File: src/rtl/cam_pkg.sv
// Shared types and constants for the OV7670 capture path.
// CAPTURE_DECIM_EN selects a VGA sensor decimated 2:1 in each axis.
package cam_pkg;

   localparam int IMG_WIDTH_DEF  = 320;
   localparam int IMG_HEIGHT_DEF = 240;
   localparam int ADDR_W_DEF     = 17;
   localparam int FRAME_PIXELS   = IMG_WIDTH_DEF * IMG_HEIGHT_DEF;

   // RGB565 field positions within a 16-bit pixel
   localparam int RGB_R_HI = 15;
   localparam int RGB_R_LO = 11;
   localparam int RGB_G_HI = 10;
   localparam int RGB_G_LO = 5;
   localparam int RGB_B_HI = 4;
   localparam int RGB_B_LO = 0;

`ifdef CAPTURE_DECIM_EN
   localparam int DECIM_SHIFT = 1;
`else
   localparam int DECIM_SHIFT = 0;
`endif

   typedef enum logic [1:0] {
      SYNC   = 2'd0,
      BLANK  = 2'd1,
      ACTIVE = 2'd2
   } cap_state_t;

endpackage

File: src/rtl/ov7670_capture_if.sv
// Camera byte bus in, raster write stream out. The capture block is the slave
// of the camera bus; the environment (sensor model + sink) is the master.
interface ov7670_capture_if #(
   parameter int ADDR_W = 17
) ();

   logic              vsync;
   logic              href;
   logic [7:0]        data;
   logic              we;
   logic [ADDR_W-1:0] wAddr;
   logic [15:0]       wData;
   logic              frame_done;
   logic              frame_err;

   modport master (
      output vsync, href, data,
      input  we, wAddr, wData, frame_done, frame_err
   );

   modport slave (
      input  vsync, href, data,
      output we, wAddr, wData, frame_done, frame_err
   );

endinterface

File: src/rtl/cam_edge_det.sv
// One-flop edge detector: rise/fall pulses are combinational against the
// previous-cycle sample, so they line up with the cycle the new level arrives.
module cam_edge_det (
   input  logic clk,
   input  logic reset,
   input  logic i_sig,
   output logic o_rise,
   output logic o_fall
);

   logic r_sig_d;

   // NOTE: non-blocking so the flop captures the pre-edge value of i_sig.
   always_ff @(posedge clk or negedge reset) begin
      if (!reset) r_sig_d <= 1'b0;
      else        r_sig_d <= i_sig;
   end

   assign o_rise = i_sig & ~r_sig_d;
   assign o_fall = ~i_sig & r_sig_d;

endmodule

File: src/rtl/ov7670_capture.sv
// OV7670 byte-serial RGB565 capture into a raster write stream (we/wAddr/wData).
// CAPTURE_DECIM_EN: VGA source, only even-row/even-col pixels are written.
module ov7670_capture
   import cam_pkg::*;
#(
   parameter int IMG_WIDTH  = IMG_WIDTH_DEF,
   parameter int IMG_HEIGHT = IMG_HEIGHT_DEF,
   parameter int ADDR_W     = ADDR_W_DEF
) (
   input  logic              clk,
   input  logic              reset,
   ov7670_capture_if.slave   cam
);

   localparam int DEC       = DECIM_SHIFT;
   localparam int SRC_W     = IMG_WIDTH  << DEC;
   localparam int SRC_H     = IMG_HEIGHT << DEC;
   localparam int COL_W     = $clog2(SRC_W);
   localparam int ROW_W     = $clog2(SRC_H + 1);
   localparam int CNT_W     = ADDR_W + 1;
   localparam int FRAME_PIX = IMG_WIDTH * IMG_HEIGHT;

   localparam logic [COL_W-1:0] COL_LAST = COL_W'(SRC_W - 1);
   localparam logic [ROW_W-1:0] ROW_END  = ROW_W'(SRC_H);
   localparam logic [CNT_W-1:0] ADDR_END = CNT_W'(FRAME_PIX);

   cap_state_t        r_state;
   cap_state_t        w_state_nxt;
   logic              r_phase;
   logic [7:0]        r_hi;
   logic [COL_W-1:0]  r_col;
   logic [ROW_W-1:0]  r_row;
   logic [CNT_W-1:0]  r_addr;
   logic              r_we;
   logic [ADDR_W-1:0] r_waddr;
   logic [15:0]       r_wdata;
   logic              r_frame_done;
   logic              r_frame_err;

   logic              w_vs_rise;
   logic              w_vs_fall;
   logic              w_href_rise;
   logic              w_href_fall;
   logic              w_keep;
   logic              w_overflow;
   logic [ROW_W-1:0]  w_next_row;
   logic [CNT_W-1:0]  w_realign_addr;

   cam_edge_det u_vsync_edge (
      .clk    (clk),
      .reset  (reset),
      .i_sig  (cam.vsync),
      .o_rise (w_vs_rise),
      .o_fall (w_vs_fall)
   );

   cam_edge_det u_href_edge (
      .clk    (clk),
      .reset  (reset),
      .i_sig  (cam.href),
      .o_rise (w_href_rise),
      .o_fall (w_href_fall)
   );

`ifdef CAPTURE_DECIM_EN
   assign w_keep = ~r_col[0] & ~r_row[0];
`else
   assign w_keep = 1'b1;
`endif

   assign w_overflow = (r_row == ROW_END);

   // Realigned start address of the next line that will actually be written
   always_comb begin
      w_next_row = r_row + 1'b1;
      if (w_next_row >= ROW_END) w_realign_addr = ADDR_END;
      else w_realign_addr = CNT_W'((int'(w_next_row) + DEC) >> DEC) * CNT_W'(IMG_WIDTH);
   end

   always_ff @(posedge clk or negedge reset) begin
      if (!reset) r_state <= SYNC;
      else        r_state <= w_state_nxt;
   end

   // NOTE: next state defaults to the current one first, so no path infers a latch.
   always_comb begin
      w_state_nxt = r_state;
      case (r_state)
         SYNC:    if (w_vs_rise) w_state_nxt = BLANK;
         BLANK:   if (w_vs_fall) w_state_nxt = ACTIVE;
         ACTIVE:  if (w_vs_rise) w_state_nxt = BLANK;
         default: w_state_nxt = SYNC;
      endcase
   end

   always_ff @(posedge clk or negedge reset) begin
      if (!reset) begin
         r_phase      <= 1'b0;
         r_hi         <= '0;
         r_col        <= '0;
         r_row        <= '0;
         r_addr       <= '0;
         r_we         <= 1'b0;
         r_waddr      <= '0;
         r_wdata      <= '0;
         r_frame_done <= 1'b0;
         r_frame_err  <= 1'b0;
      end else begin
         r_we         <= 1'b0;
         r_frame_done <= 1'b0;
         case (r_state)
            BLANK: begin
               r_phase <= 1'b0;
               r_col   <= '0;
               r_row   <= '0;
               r_addr  <= '0;
               // error flag stays readable through blanking, cleared as capture starts
               if (w_vs_fall) r_frame_err <= 1'b0;
            end
            ACTIVE: begin
               if (w_vs_rise) begin
                  r_frame_done <= 1'b1;
                  if (!w_overflow) r_frame_err <= 1'b1;
               end else if (cam.href) begin
                  r_phase <= ~r_phase;
                  if (!r_phase) begin
                     r_hi <= cam.data;
                  end else if (w_overflow) begin
                     r_frame_err <= 1'b1;
                  end else begin
                     if (w_keep) begin
                        r_we    <= 1'b1;
                        r_waddr <= r_addr[ADDR_W-1:0];
                        r_wdata <= {r_hi, cam.data};
                        r_addr  <= r_addr + 1'b1;
                     end
                     if (r_col == COL_LAST) begin
                        r_col <= '0;
                        r_row <= w_next_row;
                     end else begin
                        r_col <= r_col + 1'b1;
                     end
                  end
               end else if (w_href_fall) begin
                  r_phase <= 1'b0;
                  if (r_phase) r_frame_err <= 1'b1;
                  if (r_col != '0) begin
                     r_frame_err <= 1'b1;
                     r_col       <= '0;
                     r_row       <= w_next_row;
                     r_addr      <= w_realign_addr;
                  end
               end
            end
            default: ;
         endcase
      end
   end

   assign cam.we         = r_we;
   assign cam.wAddr      = r_waddr;
   assign cam.wData      = r_wdata;
   assign cam.frame_done = r_frame_done;
   assign cam.frame_err  = r_frame_err;

   // href rise carries no action: the byte phase is already zero after every line end
   logic w_unused;
   assign w_unused = w_href_rise;

endmodule

File: src/flat_wrapper.sv
// flat-port wrapper written by rule: the top's interface ports become plain ports
module ov7670_capture_flat import cam_pkg::*;
#(
   parameter int IMG_WIDTH  = IMG_WIDTH_DEF,
   parameter int IMG_HEIGHT = IMG_HEIGHT_DEF,
   parameter int ADDR_W     = ADDR_W_DEF
)
  (clk, reset, cam_vsync, cam_href, cam_data, cam_we, cam_wAddr, cam_wData, cam_frame_done, cam_frame_err);
  ov7670_capture_if #(.ADDR_W(ADDR_W)) cam_i ();
  input  logic clk;
  input  logic reset;
  input wire logic [$bits(cam_i.vsync)-1:0] cam_vsync;
  input wire logic [$bits(cam_i.href)-1:0] cam_href;
  input wire logic [$bits(cam_i.data)-1:0] cam_data;
  output wire logic [$bits(cam_i.we)-1:0] cam_we;
  output wire logic [$bits(cam_i.wAddr)-1:0] cam_wAddr;
  output wire logic [$bits(cam_i.wData)-1:0] cam_wData;
  output wire logic [$bits(cam_i.frame_done)-1:0] cam_frame_done;
  output wire logic [$bits(cam_i.frame_err)-1:0] cam_frame_err;
  assign cam_i.vsync = cam_vsync;
  assign cam_i.href = cam_href;
  assign cam_i.data = cam_data;
  assign cam_we = cam_i.we;
  assign cam_wAddr = cam_i.wAddr;
  assign cam_wData = cam_i.wData;
  assign cam_frame_done = cam_i.frame_done;
  assign cam_frame_err = cam_i.frame_err;
  ov7670_capture #(.IMG_WIDTH(IMG_WIDTH), .IMG_HEIGHT(IMG_HEIGHT), .ADDR_W(ADDR_W)) u_core (.clk(clk), .reset(reset), .cam(cam_i));
endmodule
File: config.mk
export PLATFORM = sky130hd
export DESIGN_NAME = ov7670_capture_flat
export DESIGN_NICKNAME = d
export VERILOG_FILES = /design/src/rtl/cam_pkg.sv /design/src/rtl/ov7670_capture_if.sv /design/src/rtl/cam_edge_det.sv /design/src/rtl/ov7670_capture.sv /design/src/flat_wrapper.sv
export SDC_FILE = /design/constraint.sdc
export NUM_CORES = 1
export LEC_CHECK = 0
export CORE_ASPECT_RATIO = 0.6
export CORE_MARGIN = 1.5
export CORE_UTILIZATION = 55
export CTS_CLUSTER_SIZE = 40
export DETAILED_ROUTE_END_ITERATION = 8
export GPL_ROUTABILITY_DRIVEN = 0
export GPL_TIMING_DRIVEN = 0
export PLACE_DENSITY = 0.8
export REMOVE_ABC_BUFFERS = 1
export SLEW_MARGIN = 20
export SYNTH_ARGS = -nofsm -noshare
export SYNTH_HDL_FRONTEND = slang
export SYNTH_SLANG_ARGS = --single-unit
File: constraint.sdc
create_clock -name clk -period 6.7 [get_ports clk]
set_input_delay 0.67 -clock clk [delete_from_list [all_inputs] [get_ports clk]]
set_output_delay 0.67 -clock clk [all_outputs]
set_load 0.005 [all_outputs]
==> qor.csv <==
metric,value,unit
outcome,"finished, final reports clean",
first_global_vias,3515,
cts_made_buffers,9,
via_per_inst,5.68,
firstDrtPassIters,5,
fin_cells,650,
ys_types,66,
clockBufferDepth,2,
cp_max_fo,34,
finalCritPeriodShare,48.7,%
synth-edff-count,0,
path_class,reg -> reg,
grt_setup_unrepaired,false,
synth-main-ff-cell,dfrtp_1,
fmax,307,MHz
clkLatencyLatePin,0.34,ns
r2r-start,u_core.r_state[0],
synth_seq_area_share,47.0,%
grt_overflow,0,
antenna_cells,0,
drt_iter0_drc,304,
place_inst,633,
p_leak,2.46,nW
drtAntennaViolNets,0,
r2r_slack,3.44,ns
cts.sinks,83,
worst_pin_slew,0.894,ns
ys_async_sr_fraction,100,%
finalNetCount,567,
syn2layout_area_growth,19.7,%
path_clk_slew,0.06,ns
worstRegToRegCells,9,
io_pins,48,
drt-wirelength-per-cell,15.8,um
core,7820,um^2
cap_violations,0,
crit_arrival,3.54,ns
layout-drive-gt1-share,8.67,%
grt_usage,25.5,%
fin_skew,0.00578,ns
worst_path_largest_cell_delay,0.55,ns
die_w,119,um
yosys-top-cells-area,"dfrtp_1 47%, nand2_1 12%, ha_1 4.8%",
htree_levels,3,
cp-start-kind,flip-flop,
cp-endpoint,u_core.cam.wAddr[2],
critPathMostFrequentCell,nand2_1,
drc,0,
syn_inst,491,
worstPathRequired,6.98,ns
slew_headroom,40.0,%
cp.depth,9,
synth_area_per_cell,9.00,um^2
cp-startpoint,u_core.r_state[0],
setup_tns,0,ns
synth_top_area_cell,dfrtp_1,
place.port_buffers,47,
dieArea,8590,um^2
grt_pass1_wl,17100,um
synthTopCellsByCount,"141 x nand2_1, 83 x dfrtp_1, 25 x o21ai_0",
routed_wl,10300,um
cts_tree,done,
power.density,273,nW/um^2
fin_crit,3.26,ns
synth_top_area_share,47.0,%
synth.most_common_cell,nand2_1,
worst-path-buf-inv,4,
critPathTopFamily,buffers and inverters,
whs,0.333,ns
synth.cell_area,4420,um^2
report.final.slew_viol_count,0,
finalSetupViolations,0,
critPathSlowestCell,ha_1,
post_cts_buffers,0,
hold_path.class,in -> async,
crit_chain,"inv_1, ha_1, inv_2, nor2_2, nand4_1, buf_6, clkinv_1, nand2_1, nand2_1",
grt_max_degree,48,
synth_warnings,0,
hold_viol,0,
ir_drop,179,uV
rows,25,
initial_core_util,56.5,%
hpwl,7260,um
total_power,1.45,mW
die_h,72.4,um
cts_resized,0,
vias,3692,
antenna_found_initial,0,
finish.utilization,67.6,%
cts_hold_buf,0,
critPathCaptureType,flip-flop,
synth.ff_latch_count,83,
final.fill_count,623,
clockRootBuffer,clkbuf_16,
r2r-end,u_core.cam.wAddr[2],
==> worst register-to-register path: cells and delay by family, from the launching register on <==
| kind | cells | cell delay [ns] |
|---|---|---|
| adders and majority gates | 1 | 0.55 |
| buffers and inverters | 4 | 1.16 |
| DFF | 1 | 0.40 |
| and+or+nand+nor | 4 | 1.09 |
==> where the power goes <==
group,switching (mW),internal (mW)
logic,0.215,0.136
registers,0.0328,0.551
clock network,0.217,0.295
total,0.464,0.982
==> final cells by class <==
cell class	instances	area, um^2	share of cell area (%)
Multi-Input combinational cell	370	2160	40.9
Sequential cell	83	2080	39.3
Clock inverter	7	83.8	1.59
Timing Repair Buffer	51	522	9.87
Clock buffer	9	225	4.26
Tap cell	108	135	2.56
Inverter	22	82.6	1.56
==> sequential cells by signal (all words and copies together) (netlist names), 2 cells and up <==
name,flops
u_core.cam.wAddr,17
u_core.r_addr,17
u_core.cam.wData,16
u_core.r_col,9
u_core.r_hi,8
u_core.r_row,8
u_core.r_state,2
==> per-stage QoR <==
| step | worst slack (ns) | cell area [um^2] |
|---|---|---|
| after floorplan | 3.71 | 4320 |
| after global placement | 1.99 | 4930 |
| after detailed placement | 2.88 | 4970 |
| after CTS | 3.22 | 5280 |
| after global routing | 3.10 | 5290 |
| final | 3.44 | 5290 |
==> placed cells by master, fill, tap and decap left out, types with 3 or more instances in the layout <==
cell             count
and2_1               3
dfrtp_1             83
ha_1                17
a21oi_2              3
inv_1               20
nor2b_1              5
a21oi_1             12
o22ai_1              4
a22o_1               4
o31ai_1              5
and3_1               8
xor2_1               7
xnor2_1              4
o21ai_1             18
nand4_1              6
buf_6                3
nand2b_1             9
nand3_1             15
o21ai_0             25
a31oi_1              3
clkbuf_16            9
nor2_1              24
nor3_1               6
mux2_2               8
clkdlybuf4s50_1     46
nand2_1            141
or3_1                3
==> routing by layer <==
layer	share of wire (%)	GRT usage, %	wire (um)	up-vias
li1	-	-	-	1762
met1	48	36.1	4940	1812
met2	46	39.3	4740	107
met3	5.1	5.74	520	11
met4	0.97	8.57	100	0
met5	0	0	0	-
==> cell families (layout without fill, tap and decap cells) <==
group	count (synthesis)	count (layout)	synth area share, %
AND/OR/NAND/NOR	237	237	24.7
AO/OA/AOI/OAI	95	95	14.6
XOR/XNOR	11	11	2.18
buffers and inverters	38	89	4.02
multiplexers	9	9	2.27
flip-flops	83	83	47.0
adder cells (fa/ha/maj)	18	18	5.27
==> how the worst min path moves through the flow <==
stage | endpoint | cells after the start | start | slack (ns)
after global placement | u_core.cam.wData[9] | 2 | u_core.r_hi[1] | 0.44
after floorplan | u_core.cam.frame_done | 0 | reset | 0.37
final | u_core.cam.we | 1 | reset | 0.33
after global routing | u_core.r_hi[3] | 1 | reset | 0.39
after CTS | u_core.cam.we | 1 | reset | 0.35
after detailed placement | u_core.cam.wData[8] | 2 | u_core.r_hi[0] | 0.45
No activity file was read; power rests on OpenSTA's default activity.
